==> src/rtl/rd_slave_arbiter_if.sv <==
// AR/R signal bundle between two read masters, one slave and its rd_slave_arbiter.
interface rd_slave_arbiter_if #(
   parameter int ADDR_W = 32,
   parameter int ID_W   = 64
);
   logic              m1_ARVALID, m2_ARVALID;
   logic [ADDR_W-1:0] m1_ARADDR,  m2_ARADDR;
   logic [ID_W-1:0]   m1_ARID,    m2_ARID;
   logic [7:0]        m1_ARLEN,   m2_ARLEN;
   logic [2:0]        m1_ARSIZE,  m2_ARSIZE;
   logic [1:0]        m1_ARBURST, m2_ARBURST;
   logic              m1_RREADY,  m2_RREADY;
   logic              s_ARREADY, s_RVALID, s_RLAST;
   logic              s_ARVALID;
   logic [ADDR_W-1:0] s_ARADDR;
   logic [ID_W-1:0]   s_ARID;
   logic [7:0]        s_ARLEN;
   logic [2:0]        s_ARSIZE;
   logic [1:0]        s_ARBURST;
   logic              s_RREADY;
   logic [1:0]        mas_sel;
   logic              busy;

   modport slave (
      input  m1_ARVALID, m2_ARVALID, m1_ARADDR, m2_ARADDR, m1_ARID, m2_ARID,
             m1_ARLEN, m2_ARLEN, m1_ARSIZE, m2_ARSIZE, m1_ARBURST, m2_ARBURST,
             m1_RREADY, m2_RREADY, s_ARREADY, s_RVALID, s_RLAST,
      output s_ARVALID, s_ARADDR, s_ARID, s_ARLEN, s_ARSIZE, s_ARBURST,
             s_RREADY, mas_sel, busy
   );

   modport master (
      output m1_ARVALID, m2_ARVALID, m1_ARADDR, m2_ARADDR, m1_ARID, m2_ARID,
             m1_ARLEN, m2_ARLEN, m1_ARSIZE, m2_ARSIZE, m1_ARBURST, m2_ARBURST,
             m1_RREADY, m2_RREADY, s_ARREADY, s_RVALID, s_RLAST,
      input  s_ARVALID, s_ARADDR, s_ARID, s_ARLEN, s_ARSIZE, s_ARBURST,
             s_RREADY, mas_sel, busy
   );
endinterface

==> src/rtl/rd_slave_arbiter.sv <==
// Per-slave read arbiter: round-robin grant between two masters, held from AR through last R beat.
// RD_ARB_BEAT_CHECK_EN adds an ARLEN beat counter that can end the burst early and flags RLAST disagreement.
module rd_slave_arbiter #(
   parameter int              ADDR_W   = 32,
   parameter int              ID_W     = 64,
   parameter logic [ADDR_W-1:0] SLV_BASE = 32'h0000_0000,
   parameter logic [ADDR_W-1:0] SLV_MASK = 32'hF000_0000
) (
   input  logic i_clk,
   input  logic i_rst,
`ifdef RD_ARB_BEAT_CHECK_EN
   output logic beat_err,
`endif
   rd_slave_arbiter_if.slave bus
);
   typedef enum logic [1:0] {IDLE, ADDR, DATA} state_t;

   state_t            state, state_nxt;
   logic [1:0]        sel, sel_nxt;
   logic              rr_last, rr_nxt;   // 1: master 2 was granted last
   logic [ADDR_W-1:0] addr_q;
   logic [ID_W-1:0]   id_q;
   logic [7:0]        len_q;
   logic [2:0]        size_q;
   logic [1:0]        burst_q;

   logic              req1, req2, g2;
   logic              g_vld, g_rready;
   logic [ADDR_W-1:0] g_addr;
   logic [ID_W-1:0]   g_id;
   logic [7:0]        g_len;
   logic [2:0]        g_size;
   logic [1:0]        g_burst;
   logic              rready, beat, rel;

   assign req1 = bus.m1_ARVALID && ((bus.m1_ARADDR & SLV_MASK) == SLV_BASE);
   assign req2 = bus.m2_ARVALID && ((bus.m2_ARADDR & SLV_MASK) == SLV_BASE);

   assign g2       = (sel == 2'b10);
   assign g_vld    = g2 ? bus.m2_ARVALID : bus.m1_ARVALID;
   assign g_addr   = g2 ? bus.m2_ARADDR  : bus.m1_ARADDR;
   assign g_id     = g2 ? bus.m2_ARID    : bus.m1_ARID;
   assign g_len    = g2 ? bus.m2_ARLEN   : bus.m1_ARLEN;
   assign g_size   = g2 ? bus.m2_ARSIZE  : bus.m1_ARSIZE;
   assign g_burst  = g2 ? bus.m2_ARBURST : bus.m1_ARBURST;
   assign g_rready = g2 ? bus.m2_RREADY  : bus.m1_RREADY;

   assign rready = (state == DATA) && g_rready;
   assign beat   = (state == DATA) && bus.s_RVALID && rready;

`ifdef RD_ARB_BEAT_CHECK_EN
   logic [7:0] beat_cnt;
   logic       cnt_hit;

   // len_q holds the ARLEN captured at the AR handshake for the whole DATA phase
   assign cnt_hit = (beat_cnt == len_q);
   assign rel     = beat && (bus.s_RLAST || cnt_hit);

   always_ff @(posedge i_clk or posedge i_rst) begin
      if (i_rst) begin
         beat_cnt <= 8'd0;
         beat_err <= 1'b0;
      end else begin
         if (state == ADDR)
            beat_cnt <= 8'd0;
         else if (beat)
            beat_cnt <= beat_cnt + 8'd1;
         beat_err <= rel && (bus.s_RLAST != cnt_hit);
      end
   end
`else
   assign rel = beat && bus.s_RLAST;
`endif

   always_ff @(posedge i_clk or posedge i_rst) begin
      if (i_rst) begin
         state   <= IDLE;
         sel     <= 2'b00;
         rr_last <= 1'b1;
         addr_q  <= '0;
         id_q    <= '0;
         len_q   <= '0;
         size_q  <= '0;
         burst_q <= '0;
      end else begin
         state   <= state_nxt;
         sel     <= sel_nxt;
         rr_last <= rr_nxt;
         if (state == ADDR) begin
            addr_q  <= g_addr;
            id_q    <= g_id;
            len_q   <= g_len;
            size_q  <= g_size;
            burst_q <= g_burst;
         end
      end
   end

   always_comb begin
      state_nxt     = state;
      sel_nxt       = sel;
      rr_nxt        = rr_last;
      bus.s_ARVALID = 1'b0;
      bus.s_ARADDR  = addr_q;
      bus.s_ARID    = id_q;
      bus.s_ARLEN   = len_q;
      bus.s_ARSIZE  = size_q;
      bus.s_ARBURST = burst_q;
      case (state)
         IDLE: begin
            if (req1 && (!req2 || rr_last)) begin
               sel_nxt   = 2'b01;
               rr_nxt    = 1'b0;
               state_nxt = ADDR;
            end else if (req2) begin
               sel_nxt   = 2'b10;
               rr_nxt    = 1'b1;
               state_nxt = ADDR;
            end
         end
         ADDR: begin
            bus.s_ARVALID = g_vld;
            bus.s_ARADDR  = g_addr;
            bus.s_ARID    = g_id;
            bus.s_ARLEN   = g_len;
            bus.s_ARSIZE  = g_size;
            bus.s_ARBURST = g_burst;
            if (g_vld && bus.s_ARREADY)
               state_nxt = DATA;
         end
         DATA: begin
            if (rel) begin
               state_nxt = IDLE;
               sel_nxt   = 2'b00;
            end
         end
         default: state_nxt = IDLE;
      endcase
   end

   assign bus.s_RREADY = rready;
   assign bus.mas_sel  = sel;
   assign bus.busy     = (state != IDLE);
endmodule

==> src/flat_wrapper.sv <==
// flat-port wrapper written by rule: the top's interface ports become plain ports
module rd_slave_arbiter_flat 
#(
   parameter int              ADDR_W   = 32,
   parameter int              ID_W     = 64,
   parameter logic [ADDR_W-1:0] SLV_BASE = 32'h0000_0000,
   parameter logic [ADDR_W-1:0] SLV_MASK = 32'hF000_0000
)
  (i_clk, i_rst, bus_m1_ARVALID, bus_m2_ARVALID, bus_m1_ARADDR, bus_m2_ARADDR, bus_m1_ARID, bus_m2_ARID, bus_m1_ARLEN, bus_m2_ARLEN, bus_m1_ARSIZE, bus_m2_ARSIZE, bus_m1_ARBURST, bus_m2_ARBURST, bus_m1_RREADY, bus_m2_RREADY, bus_s_ARREADY, bus_s_RVALID, bus_s_RLAST, bus_s_ARVALID, bus_s_ARADDR, bus_s_ARID, bus_s_ARLEN, bus_s_ARSIZE, bus_s_ARBURST, bus_s_RREADY, bus_mas_sel, bus_busy);
  rd_slave_arbiter_if #(.ADDR_W(ADDR_W), .ID_W(ID_W)) bus_i ();
  input  logic i_clk;
  input  logic i_rst;
  input wire logic [$bits(bus_i.m1_ARVALID)-1:0] bus_m1_ARVALID;
  input wire logic [$bits(bus_i.m2_ARVALID)-1:0] bus_m2_ARVALID;
  input wire logic [$bits(bus_i.m1_ARADDR)-1:0] bus_m1_ARADDR;
  input wire logic [$bits(bus_i.m2_ARADDR)-1:0] bus_m2_ARADDR;
  input wire logic [$bits(bus_i.m1_ARID)-1:0] bus_m1_ARID;
  input wire logic [$bits(bus_i.m2_ARID)-1:0] bus_m2_ARID;
  input wire logic [$bits(bus_i.m1_ARLEN)-1:0] bus_m1_ARLEN;
  input wire logic [$bits(bus_i.m2_ARLEN)-1:0] bus_m2_ARLEN;
  input wire logic [$bits(bus_i.m1_ARSIZE)-1:0] bus_m1_ARSIZE;
  input wire logic [$bits(bus_i.m2_ARSIZE)-1:0] bus_m2_ARSIZE;
  input wire logic [$bits(bus_i.m1_ARBURST)-1:0] bus_m1_ARBURST;
  input wire logic [$bits(bus_i.m2_ARBURST)-1:0] bus_m2_ARBURST;
  input wire logic [$bits(bus_i.m1_RREADY)-1:0] bus_m1_RREADY;
  input wire logic [$bits(bus_i.m2_RREADY)-1:0] bus_m2_RREADY;
  input wire logic [$bits(bus_i.s_ARREADY)-1:0] bus_s_ARREADY;
  input wire logic [$bits(bus_i.s_RVALID)-1:0] bus_s_RVALID;
  input wire logic [$bits(bus_i.s_RLAST)-1:0] bus_s_RLAST;
  output wire logic [$bits(bus_i.s_ARVALID)-1:0] bus_s_ARVALID;
  output wire logic [$bits(bus_i.s_ARADDR)-1:0] bus_s_ARADDR;
  output wire logic [$bits(bus_i.s_ARID)-1:0] bus_s_ARID;
  output wire logic [$bits(bus_i.s_ARLEN)-1:0] bus_s_ARLEN;
  output wire logic [$bits(bus_i.s_ARSIZE)-1:0] bus_s_ARSIZE;
  output wire logic [$bits(bus_i.s_ARBURST)-1:0] bus_s_ARBURST;
  output wire logic [$bits(bus_i.s_RREADY)-1:0] bus_s_RREADY;
  output wire logic [$bits(bus_i.mas_sel)-1:0] bus_mas_sel;
  output wire logic [$bits(bus_i.busy)-1:0] bus_busy;
  assign bus_i.m1_ARVALID = bus_m1_ARVALID;
  assign bus_i.m2_ARVALID = bus_m2_ARVALID;
  assign bus_i.m1_ARADDR = bus_m1_ARADDR;
  assign bus_i.m2_ARADDR = bus_m2_ARADDR;
  assign bus_i.m1_ARID = bus_m1_ARID;
  assign bus_i.m2_ARID = bus_m2_ARID;
  assign bus_i.m1_ARLEN = bus_m1_ARLEN;
  assign bus_i.m2_ARLEN = bus_m2_ARLEN;
  assign bus_i.m1_ARSIZE = bus_m1_ARSIZE;
  assign bus_i.m2_ARSIZE = bus_m2_ARSIZE;
  assign bus_i.m1_ARBURST = bus_m1_ARBURST;
  assign bus_i.m2_ARBURST = bus_m2_ARBURST;
  assign bus_i.m1_RREADY = bus_m1_RREADY;
  assign bus_i.m2_RREADY = bus_m2_RREADY;
  assign bus_i.s_ARREADY = bus_s_ARREADY;
  assign bus_i.s_RVALID = bus_s_RVALID;
  assign bus_i.s_RLAST = bus_s_RLAST;
  assign bus_s_ARVALID = bus_i.s_ARVALID;
  assign bus_s_ARADDR = bus_i.s_ARADDR;
  assign bus_s_ARID = bus_i.s_ARID;
  assign bus_s_ARLEN = bus_i.s_ARLEN;
  assign bus_s_ARSIZE = bus_i.s_ARSIZE;
  assign bus_s_ARBURST = bus_i.s_ARBURST;
  assign bus_s_RREADY = bus_i.s_RREADY;
  assign bus_mas_sel = bus_i.mas_sel;
  assign bus_busy = bus_i.busy;
  rd_slave_arbiter #(.ADDR_W(ADDR_W), .ID_W(ID_W), .SLV_BASE(SLV_BASE), .SLV_MASK(SLV_MASK)) u_core (.i_clk(i_clk), .i_rst(i_rst), .bus(bus_i));
endmodule
==> config.mk <==
export PLATFORM = sky130hd
export DESIGN_NAME = rd_slave_arbiter_flat
export DESIGN_NICKNAME = d
export VERILOG_FILES = /design/src/rtl/rd_slave_arbiter_if.sv /design/src/rtl/rd_slave_arbiter.sv /design/src/flat_wrapper.sv
export SDC_FILE = /design/constraint.sdc
export NUM_CORES = 1
export LEC_CHECK = 0
export ABC_CLOCK_PERIOD_IN_PS = 8500
export CORE_UTILIZATION = 23
export DETAILED_ROUTE_END_ITERATION = 16
export HOLD_SLACK_MARGIN = 0.02
export PLACE_DENSITY = 0.64
export SLEW_MARGIN = 10
export SYNTH_ARGS = -nofsm -noshare
export SYNTH_HDL_FRONTEND = slang
export SYNTH_SLANG_ARGS = --single-unit
==> constraint.sdc <==
create_clock -name i_clk -period 8.5 [get_ports i_clk]
set_input_delay 1.7 -clock i_clk [delete_from_list [all_inputs] [get_ports i_clk]]
set_output_delay 1.7 -clock i_clk [all_outputs]
set_load 0.02 [all_outputs]
# == Word level (Yosys, flattened, before mapping) ==
# Cells that the tools add are included.
# Widths: inputs -> output; s select.
# totals
input_bits,227
elab_cells,56
ff_bits,114
out_inout_bits,114
# op_classes
reduce_logical,19
mux,23
eq_ne,6
# ops
operator,n
$mux 64,2
$logic_not 32->1,2
$mux 32,2
$mux 2,8
$mux 8,2
$logic_and 1x1->1,8
$mux 3,2
$pmux 2 s3,1
$reduce_and 3->1,2
$reduce_bool 2->1,3
$mux 1,5
$eq 2x2->1 const B,2
$pmux 2 s2,1
$ne 3x1->1 const B,1
$eq 2x1->1 const B,1
$logic_not 2->1,1
$ne 2x1->1 const B,1
$ne 2x2->1 const B,1
$reduce_and 2->1,1
$logic_not 1->1,1
$logic_or 1x1->1,1

# == Logic depth before layout (Yosys ltp) ==
# Gate-level depths: netlist of the first run.
# logic_depth
word_depth,7
mapped_depth,6
ltp_nobuf,4

# == Least setup slack after synthesis of the first run ==
# No wires, ideal clock.
# synth_path
path_type,input port to output port
start,input bus_m2_RREADY
end,output bus_s_RREADY
required_time_ns,6.800
cell_stages,2
arrival_ns,2.288
slack_ns,4.512
path_buffers,0
cell_sequence,mux2i_1 > nor3b_1
# synth_between
elab_chain_len,2
# synth_rtl
element,line_no,text
start: declaration,flat_wrapper.sv:26,input wire logic [$bits(bus_i.m2_RREADY)-1:0] bus_m2_RREADY;
$mux 1,rd_slave_arbiter.sv:46,assign g_rready = g2 ? bus.m2_RREADY : bus.m1_RREADY;
$logic_and 1x1->1,rd_slave_arbiter.sv:48,assign rready = (state == DATA) && g_rready;
end: declaration,flat_wrapper.sv:36,output wire logic [$bits(bus_i.s_RREADY)-1:0] bus_s_RREADY;
# No other way between the ends.

# == Final worst setup path of the first run ==
# layout_path
start,input bus_m2_ARID[52]
end,output bus_s_ARID[52]
# layout_between
elab_chain_len,2
# layout_rtl
element,line_no,text
start: declaration,flat_wrapper.sv:18,input wire logic [$bits(bus_i.m2_ARID)-1:0] bus_m2_ARID;
$mux 64,rd_slave_arbiter.sv:42,assign g_id = g2 ? bus.m2_ARID : bus.m1_ARID;
$mux 64,n/a,
end: declaration,flat_wrapper.sv:32,output wire logic [$bits(bus_i.s_ARID)-1:0] bus_s_ARID;
# No other way between the ends.

==> metrics.md, run 1 <==
| Metric | Value |
|---|---|
| Status | finished, final reports clean |
| Syn Area/Cell | between 10 and 15 um2 |
| Setup violations, final | 0 |
| Worst path slowest cell | clkdlybuf4s50_1 |
| Worst-skew pair later-pin latency | 0.40 ns |
| Clock Pin Slew Worst Setup and Hold Paths | about 0.05 ns |
| Rel. slew slack | a little under a third |
| Max Freq | roughly 200 MHz |
| Area leader, netlist | dfrtp_1 |
| Initial Util | 23.4% |
| Period utilisation layout | a little under three fifths |
| Setup TNS | 0 ns |
| Fillcell total | 2,372 |
| Post-CTS sizing | 0 |
| Synth unique cells | 29 |
| Vias/cell | a little over 4 |
| Synthesized cell area | ~5500 um2 |
| Vias | between 4k and 5k |
| Setup repair after global routing missed its margin | no |
| Antenna diode count | 0 |
| Syn Nets | ~740 |
| Row cnt | 56 |
| CTS max path bufs | 2 |
| 1st-iter DRT viols | about 200 |
| Pwr dens | between 400 and 500 nW/um2 |
| Routed Antenna Nets | 0 |
| Final WS setup | approximately 3.6 ns |
| PortBufs | 340 |
| Critical path capture point type | primary output |
| Max stage delay on crit path | 0.68 ns |
| Number of flops mapped to enable cells by yosys | 0 |
| CP dominant cell by count | clkdlybuf4s50_1 |
| Die X | between 150 and 200 um |
| Number of max-cap violations | 0 |
| CORE AREA | ~23,000 um2 |
| Crit path kind | primary input to primary output |
| Max Slew Vio Count | 0 |
| Final #Nets | 1,063 |
| Critical-path cell list | clkdlybuf4s50_1 -> mux2i_1 -> o21ai_1 -> clkdlybuf4s50_1 |
| Dpl hpwl | around 12,000 um |
| Largest net degree at the start of global routing | approximately 110 |
| Most common cell in the netlist | dfrtp_1 |
| Peak VDD IR | approximately 0.00024 V |
| HP Class | flip-flop to flip-flop |
| Fin crit period | 4.86 ns |
| Most used DFF post-synth | dfrtp_1 |
| Number of global-route vias before repair | between 4k and 5k |
| Total CTS buffers | 17 |
| Io pins | 341 |
| Area grow syn2layout | 73.4% |
| DR DRC count | 0 |
| Synth Register Bits | between 100 and 150 |
| Routed len/inst | roughly 14 um |
| Fin cells | 1,168 |
| Total power | 0.00389 W |
| Synth warnings | 0 |
| Static leakage | 3.90 nW |
| Root buf cell | clkbuf_16 |
| Die footprint | 24,400 um2 |
| Worst-Margin Slew | 1.04 ns |
| Dpl cells | between 1k and 1.5k |
| Setup Slack @ Placement | around 3.6 ns |
| Max Clock Skew | ~0.0061 ns |
| Routed wire length | ~17,000 um |
| CTS tree | yes |
| Height of the die | between 150 and 200 um |
| Utilization after layout | 40.6% |
| Initial antenna violation count | 0 |
| CTS H-tree lvls | 4 |
| Startpoint types | primary input |
| GRT Overall Usage | 13.8% |
| Max FO, Critical Path | 2 |
| RePlAce Congestion | 0.753 |
| Register area share after synthesis | a little over half |
| Clock sink count | 114 |
| Final Hold Viols | 0 |
| Global-route wire length before repair | roughly 26,000 um |
| Asr flop ratio synth | between 90% and 100% |
| Cells after Synth | 509 |
| Leading cell types by count after synthesis | 113 x dfrtp_1, 112 x nand2_1, 110 x mux2i_1, 109 x o21ai_1, 24 x buf_6 |
| Synth top area share | 51.6% |
| Hold buffer count at cts | 0 |
| Setup bufs post-CTS | 0 |
| GR Overflow Total | 0 |
| Req. time, crit path | roughly 7 ns |
| Top post-synthesis cells by area | dfrtp_1 52%, mux2i_1 20%, o21ai_1 10% |
| Share of cells above drive strength 1 | just under 5% |
| Crit path DAT | 3.16 ns |
| Initial DRT Pass Iterations | 4 |
## flip-flops by register name (all words and copies together), names as in the netlist
register and count:
u_core.len_q 8, u_core.bus.mas_sel 2, u_core.burst_q 2, u_core.addr_q 32, u_core.rr_last 1, u_core.size_q 3
u_core.id_q 64, u_core.state 2
## layout by cell type, fill, tap and decap left out, drive strengths merged
master         instances
a31oi                  1
nor3b                  1
dfrtp                113
nor2                   3
buf                    5
a32o                   1
a21oi                  1
dfstp                  1
nor4                   2
a31o                   1
and2                   2
inv                    3
clkdlybuf4s50        340
clkinvlp               4
nor2b                  1
nand2                112
clkinv                 5
and4b                  1
a21boi                 1
nand2b                 2
o21ai                109
mux2i                111
nor3                   4
mux2                   1
or4b                   1
clkbuf                23
## metrics by stage
stage          area [um2]  hold WS, ns
2_1_floorplan        5480        0.499
3_3_place_gp         8960        0.473
3_5_place_dp         8960        0.481
4_1_cts              9490        0.493
5_1_grt              9490        0.508
6_report             9490        0.489
## metal layers
metal	vias up	share of wire [%]	track usage (%)
met5	-	0	0
li1	2418	-	-
met4	0	2.1	5.37
met2	189	47	22.3
met1	2161	42	16.5
met3	23	8.8	5.37
## worst paths after layout
check                           slack [ns]  depth (start not counted)                     endpoint                               from
worst max-delay path                  3.64                          4               bus_s_ARID[52]                    bus_m2_ARID[52]
worst min-delay path                  0.49                          2    u_core.id_q[19]$_DFF_PP0_          u_core.id_q[19]$_DFF_PP0_
worst max register to register        6.23                          4     u_core.id_q[2]$_DFF_PP0_  u_core.bus.mas_sel[0]$_DFFE_PP0P_
worst min register to register        0.49                          2    u_core.id_q[19]$_DFF_PP0_          u_core.id_q[19]$_DFF_PP0_
max in group asynchronous             5.39                          3    u_core.len_q[1]$_DFF_PP0_                              i_rst
min in group asynchronous             1.77                          2  u_core.addr_q[30]$_DFF_PP0_                              i_rst
## critical path, delay by kind of cell
family	cells	cell delay (ns)
AO/OA/AOI/OAI	1	0.23
buffers and inverters	2	1.15
multiplexers	1	0.09
## logic make-up (layout without fill, tap and decap cells)
| kind of cell | Yosys count | count (layout) | share of synthesized area [%] |
|---|---|---|---|
| AO/OA/AOI/OAI | 114 | 114 | 10.6 |
| flip-flops | 114 | 114 | 52.1 |
| AND/OR/NAND/NOR | 129 | 129 | 9.87 |
| multiplexers | 112 | 112 | 20.6 |
| buffers and inverters | 40 | 380 | 6.79 |
## where the power goes
| part | switching, W | total [W] | internal [W] | leakage [nW] |
|---|---|---|---|---|
| sequential | 0.0000745 | 0.000888 | 0.000814 | 1.41 |
| combinational | 0.00129 | 0.00236 | 0.00106 | 2.25 |
| clock | 0.000255 | 0.000642 | 0.000386 | 0.249 |
| total | 0.00162 | 0.00389 | 0.00226 | 3.90 |
## layout make-up
class | count | area (um2) | share of cell area, %
clock inverters | 9 | 58.8 | 0.620
flip-flops and latches | 114 | 2850 | 30.1
repair buffers | 345 | 3440 | 36.3
inverters | 3 | 13.8 | 0.145
well taps | 319 | 399 | 4.21
clock buffers | 23 | 468 | 4.93
multi-input cells | 355 | 2260 | 23.8
(Power assumes the default switching activity.)
==> inputs of run 2 (changes only) <==
Settings changed: ABC_CLOCK_PERIOD_IN_PS 8500 to 4300, PLACE_DENSITY 0.64 to 0.66.
Clock period 8.5 ns to 4.3 ns, I/O delays scaled along.
==> run 2 against run 1 <==
  * Die area unchanged
  * Critical path depth up 1
  * Global-route usage down 0.60 points
  * Sequential cell count unchanged
  * Count of clock-buffer cells in the layout down 1
  * Register-to-register slack worse by 3.6 ns
  * Worst hold slack about the same
  * Non-clock buffer count up 3
  * Clock power up 120%
  * Final cell count up 0.17%
  * Utilization up 0.63 points
  * Critical endpoint is now bus_s_ARID[7]
==> metrics.md, run 2 (same netlist as run 1, synthesis figures left out) <==
| Metric | Value |
|---|---|
| WHS Path Cells | 2 (unchanged) |
| GR Overflow Total | 0 (unchanged) |
| Io pins | 341 (unchanged) |
| Hold Crit Start | u_core.id_q[36]$_DFF_PP0_ (was u_core.id_q[19]$_DFF_PP0_) |
| Reg with most FFs | u_core.id_q (unchanged) |
| Die footprint | 24,400 um2 (unchanged) |
| Number of max-cap violations | 0 (unchanged) |
| Switching Fraction | 40.7% (was 41.8%) |
| Internal Power | 0.00467 W (was 0.00226 W) |
| Final Hold Viols | 0 (unchanged) |
| Worst-skew pair later-pin latency | 0.40 ns (about the same) |
| Setup bufs post-CTS | 0 (unchanged) |
| Share of cells above drive strength 1 | 5.41% (was 4.83%) |
| Max FO, Critical Path | 65 (was 2) |
| Reg2Reg Setup Slack | 2.61 ns (was 6.23 ns) |
| Root buf cell | clkbuf_16 (unchanged) |
| Static leakage | 3.97 nW (was 3.90 nW) |
| Initial Util | 23.4% (unchanged) |
| 1st-iter DRT viols | 152 (was 197) |
| Sequential share of power | 22.3% (was 22.9%) |
| Routed Antenna Nets | 0 (unchanged) |
| Routed wire length | 16,200 um (was 16,800 um) |
| Crit path kind | flip-flop to primary output (was primary input to primary output) |
| Setup violations, final | 0 (unchanged) |
| Crit path DAT | 2.62 ns (was 3.16 ns) |
| Comb pwr share | 59.9% (was 60.6%) |
| Area grow syn2layout | 76.1% (was 73.4%) |
| Global-route wire length before repair | 25,000 um (was 25,900 um) |
| CTS max path bufs | 2 (unchanged) |
| Vias/cell | 4.13 (was 4.10) |
| CORE AREA | 23,400 um2 (unchanged) |
| Hold buffer count at cts | 0 (unchanged) |
| Rel. slew slack | 62.4% (was 30.5%) |
| Largest register FFs | 64 (unchanged) |
| Req. time, crit path | 3.44 ns (was 6.80 ns) |
| PortBufs | 340 (unchanged) |
| Fin crit period | about 3.5 ns |
| Regs by FF count | u_core.id_q (64), u_core.addr_q (32), u_core.len_q (8) (unchanged) |
| Initial DRT Pass Iterations | 4 (unchanged) |
| Max Slew Vio Count | 0 (unchanged) |
| Period utilisation layout | between 80 and 90% |
| HP Class | flip-flop to flip-flop (unchanged) |
| Critical path capture point type | primary output (unchanged) |
| Critical-path cell list | nand2b_4 -> buf_12 -> nand2_1 -> o21ai_1 -> clkdlybuf4s50_1 (was clkdlybuf4s50_1 -> mux2i_1 -> o21ai_1 -> clkdlybuf4s50_1) |
| Height of the die | 156 um (unchanged) |
| Antenna diode count | 0 (unchanged) |
| Vias | 4,836 (was 4,791) |
| RePlAce Congestion | 0.738 (was 0.753) |
| Dpl hpwl | 12,200 um (was 12,300 um) |
| Routed len/inst | 13.9 um (was 14.4 um) |
| Peak VDD IR | 0.000395 V (was 0.000237 V) |
| Setup repair after global routing missed its margin | no (unchanged) |
| Die X | 156 um (unchanged) |
| Setup TNS | 0 ns (unchanged) |
| CTS H-tree lvls | 4 (unchanged) |
| Initial antenna violation count | 0 (unchanged) |
| Total CTS buffers | 17 (unchanged) |
| Startpoint types | flip-flop (was primary input) |
| FF-to-FF Start | u_core.bus.mas_sel[0]$_DFFE_PP0P_ (unchanged) |
| Commonest non-fill, non-tap cell in the layout | clkdlybuf4s50_1 (unchanged) |
| CTS tree | yes (unchanged) |
| Worst-Margin Slew | 0.564 ns (was 1.04 ns) |
| Final #Nets | 1,066 (was 1,063) |
| Clock Pin Slew Worst Setup and Hold Paths | 0.06 ns (was 0.05 ns) |
| Max Freq | between 200 and 300 MHz |
| Largest net degree at the start of global routing | 75 (was 109) |
| Status | finished, final reports clean (unchanged) |
| GRT Overall Usage | 13.2% (was 13.8%) |
| Sw Pwr | 0.00320 W (was 0.00162 W) |
| Worst r2r path cells | 5 (was 4) |
| Pwr dens | 816 nW/um2 (was 409 nW/um2) |
| Hold Path Sink | u_core.id_q[36]$_DFF_PP0_ (was u_core.id_q[19]$_DFF_PP0_) |
| Clock sink count | 114 (unchanged) |
| Row cnt | 56 (unchanged) |
| Number of global-route vias before repair | 4,786 (was 4,815) |
| Clk pwr share | 17.8% (was 16.5%) |
| Post-CTS sizing | 0 (unchanged) |
| Max stage delay on crit path | 0.66 ns (was 0.68 ns) |
| Worst path slowest cell | clkdlybuf4s50_1 (unchanged) |
| Worst flop-to-flop path endpoint | u_core.state[1]$_DFFE_PP0P_ (was u_core.id_q[2]$_DFF_PP0_) |
| Commonest cells after routing, fill and taps aside | 340 x clkdlybuf4s50_1, 113 x dfrtp_1, 112 x nand2_1 (unchanged) |
| Max Clock Skew | 0.00727 ns (was 0.00614 ns) |
| Utilization after layout | 41.2% (was 40.6%) |
| DR DRC count | 0 (unchanged) |
run 2: cell count changes in the layout (fill, tap and decap cells not counted):
cell,change
clkinv_2,-1
clkbuf_1,-3
bufinv_16,+2
buf_4,-2
clkbuf_8,+2
clkinv_4,-1
buf_12,+5
run 2: layer usage:
metal	vias up	routed length (um)	track usage (%)	share of wire (%)
met4	0	150	4.06	0.92
met1	2250	6670	15.3	41
li1	2421	-	-	-
met3	9	1190	4.18	7.3
met2	156	8220	23.2	51
met5	-	0	0	0
run 2: power groups by stage:
stage                     sequential [W]  clock (W)  combinational [W]
final                            0.00176    0.00140            0.00471
after CTS                        0.00176    0.00145            0.00480
after floorplan                  0.00175          0            0.00282
after detailed placement         0.00178          0            0.00478
after global routing             0.00181    0.00149            0.00507
after global placement           0.00176          0            0.00476
run 2: layout make-up:
| class | instances | area (um2) |
|---|---|---|
| fill | 2362 | 13800 |
| timing repair buffer | 348 | 3530 |
| sequential | 114 | 2850 |
| multi-input combinational | 355 | 2260 |
| clock buffer | 22 | 484 |
| tap | 319 | 399 |
| clock inverter | 9 | 105 |
| inverter | 3 | 13.8 |
run 2: per-stage QoR:
step                hold WS [ns]  area [um2]  std cells  setup WS [ns]  power, W
floorplan                  0.499        5480        509          0.426   0.00458
global placement           0.472        9050       1139           1.14   0.00651
detailed placement         0.481        9050       1139           1.14   0.00656
CTS                        0.494        9640       1170          0.752   0.00801
global route               0.512        9640       1170          0.561   0.00837
finish                     0.489        9640       1170          0.816   0.00787
run 2: worst max path at each step:
| stage | start | to | slack (ns) | cells after the start |
|---|---|---|---|---|
| 2_1_floorplan | i_rst | u_core.addr_q[0]$_DFF_PP0_ | 0.43 | 1 |
| 3_3_place_gp | bus_m2_ARID[2] | bus_s_ARID[2] | 1.14 | 4 |
| 3_5_place_dp | bus_m2_ARID[2] | bus_s_ARID[2] | 1.14 | 4 |
| 4_1_cts | u_core.state[1]$_DFFE_PP0P_ | bus_s_ARID[2] | 0.75 | 5 |
| 5_1_grt | u_core.state[1]$_DFFE_PP0P_ | bus_s_ARID[42] | 0.56 | 5 |
| 6_report | u_core.state[1]$_DFFE_PP0P_ | bus_s_ARID[7] | 0.82 | 5 |
run 2: critical path, delay by kind of cell, from the launching register on:
kind | cells | cell delay [ns]
flops | 1 | 0.45
compound gates | 1 | 0.13
buf+inv | 2 | 0.97
simple gates | 2 | 0.62
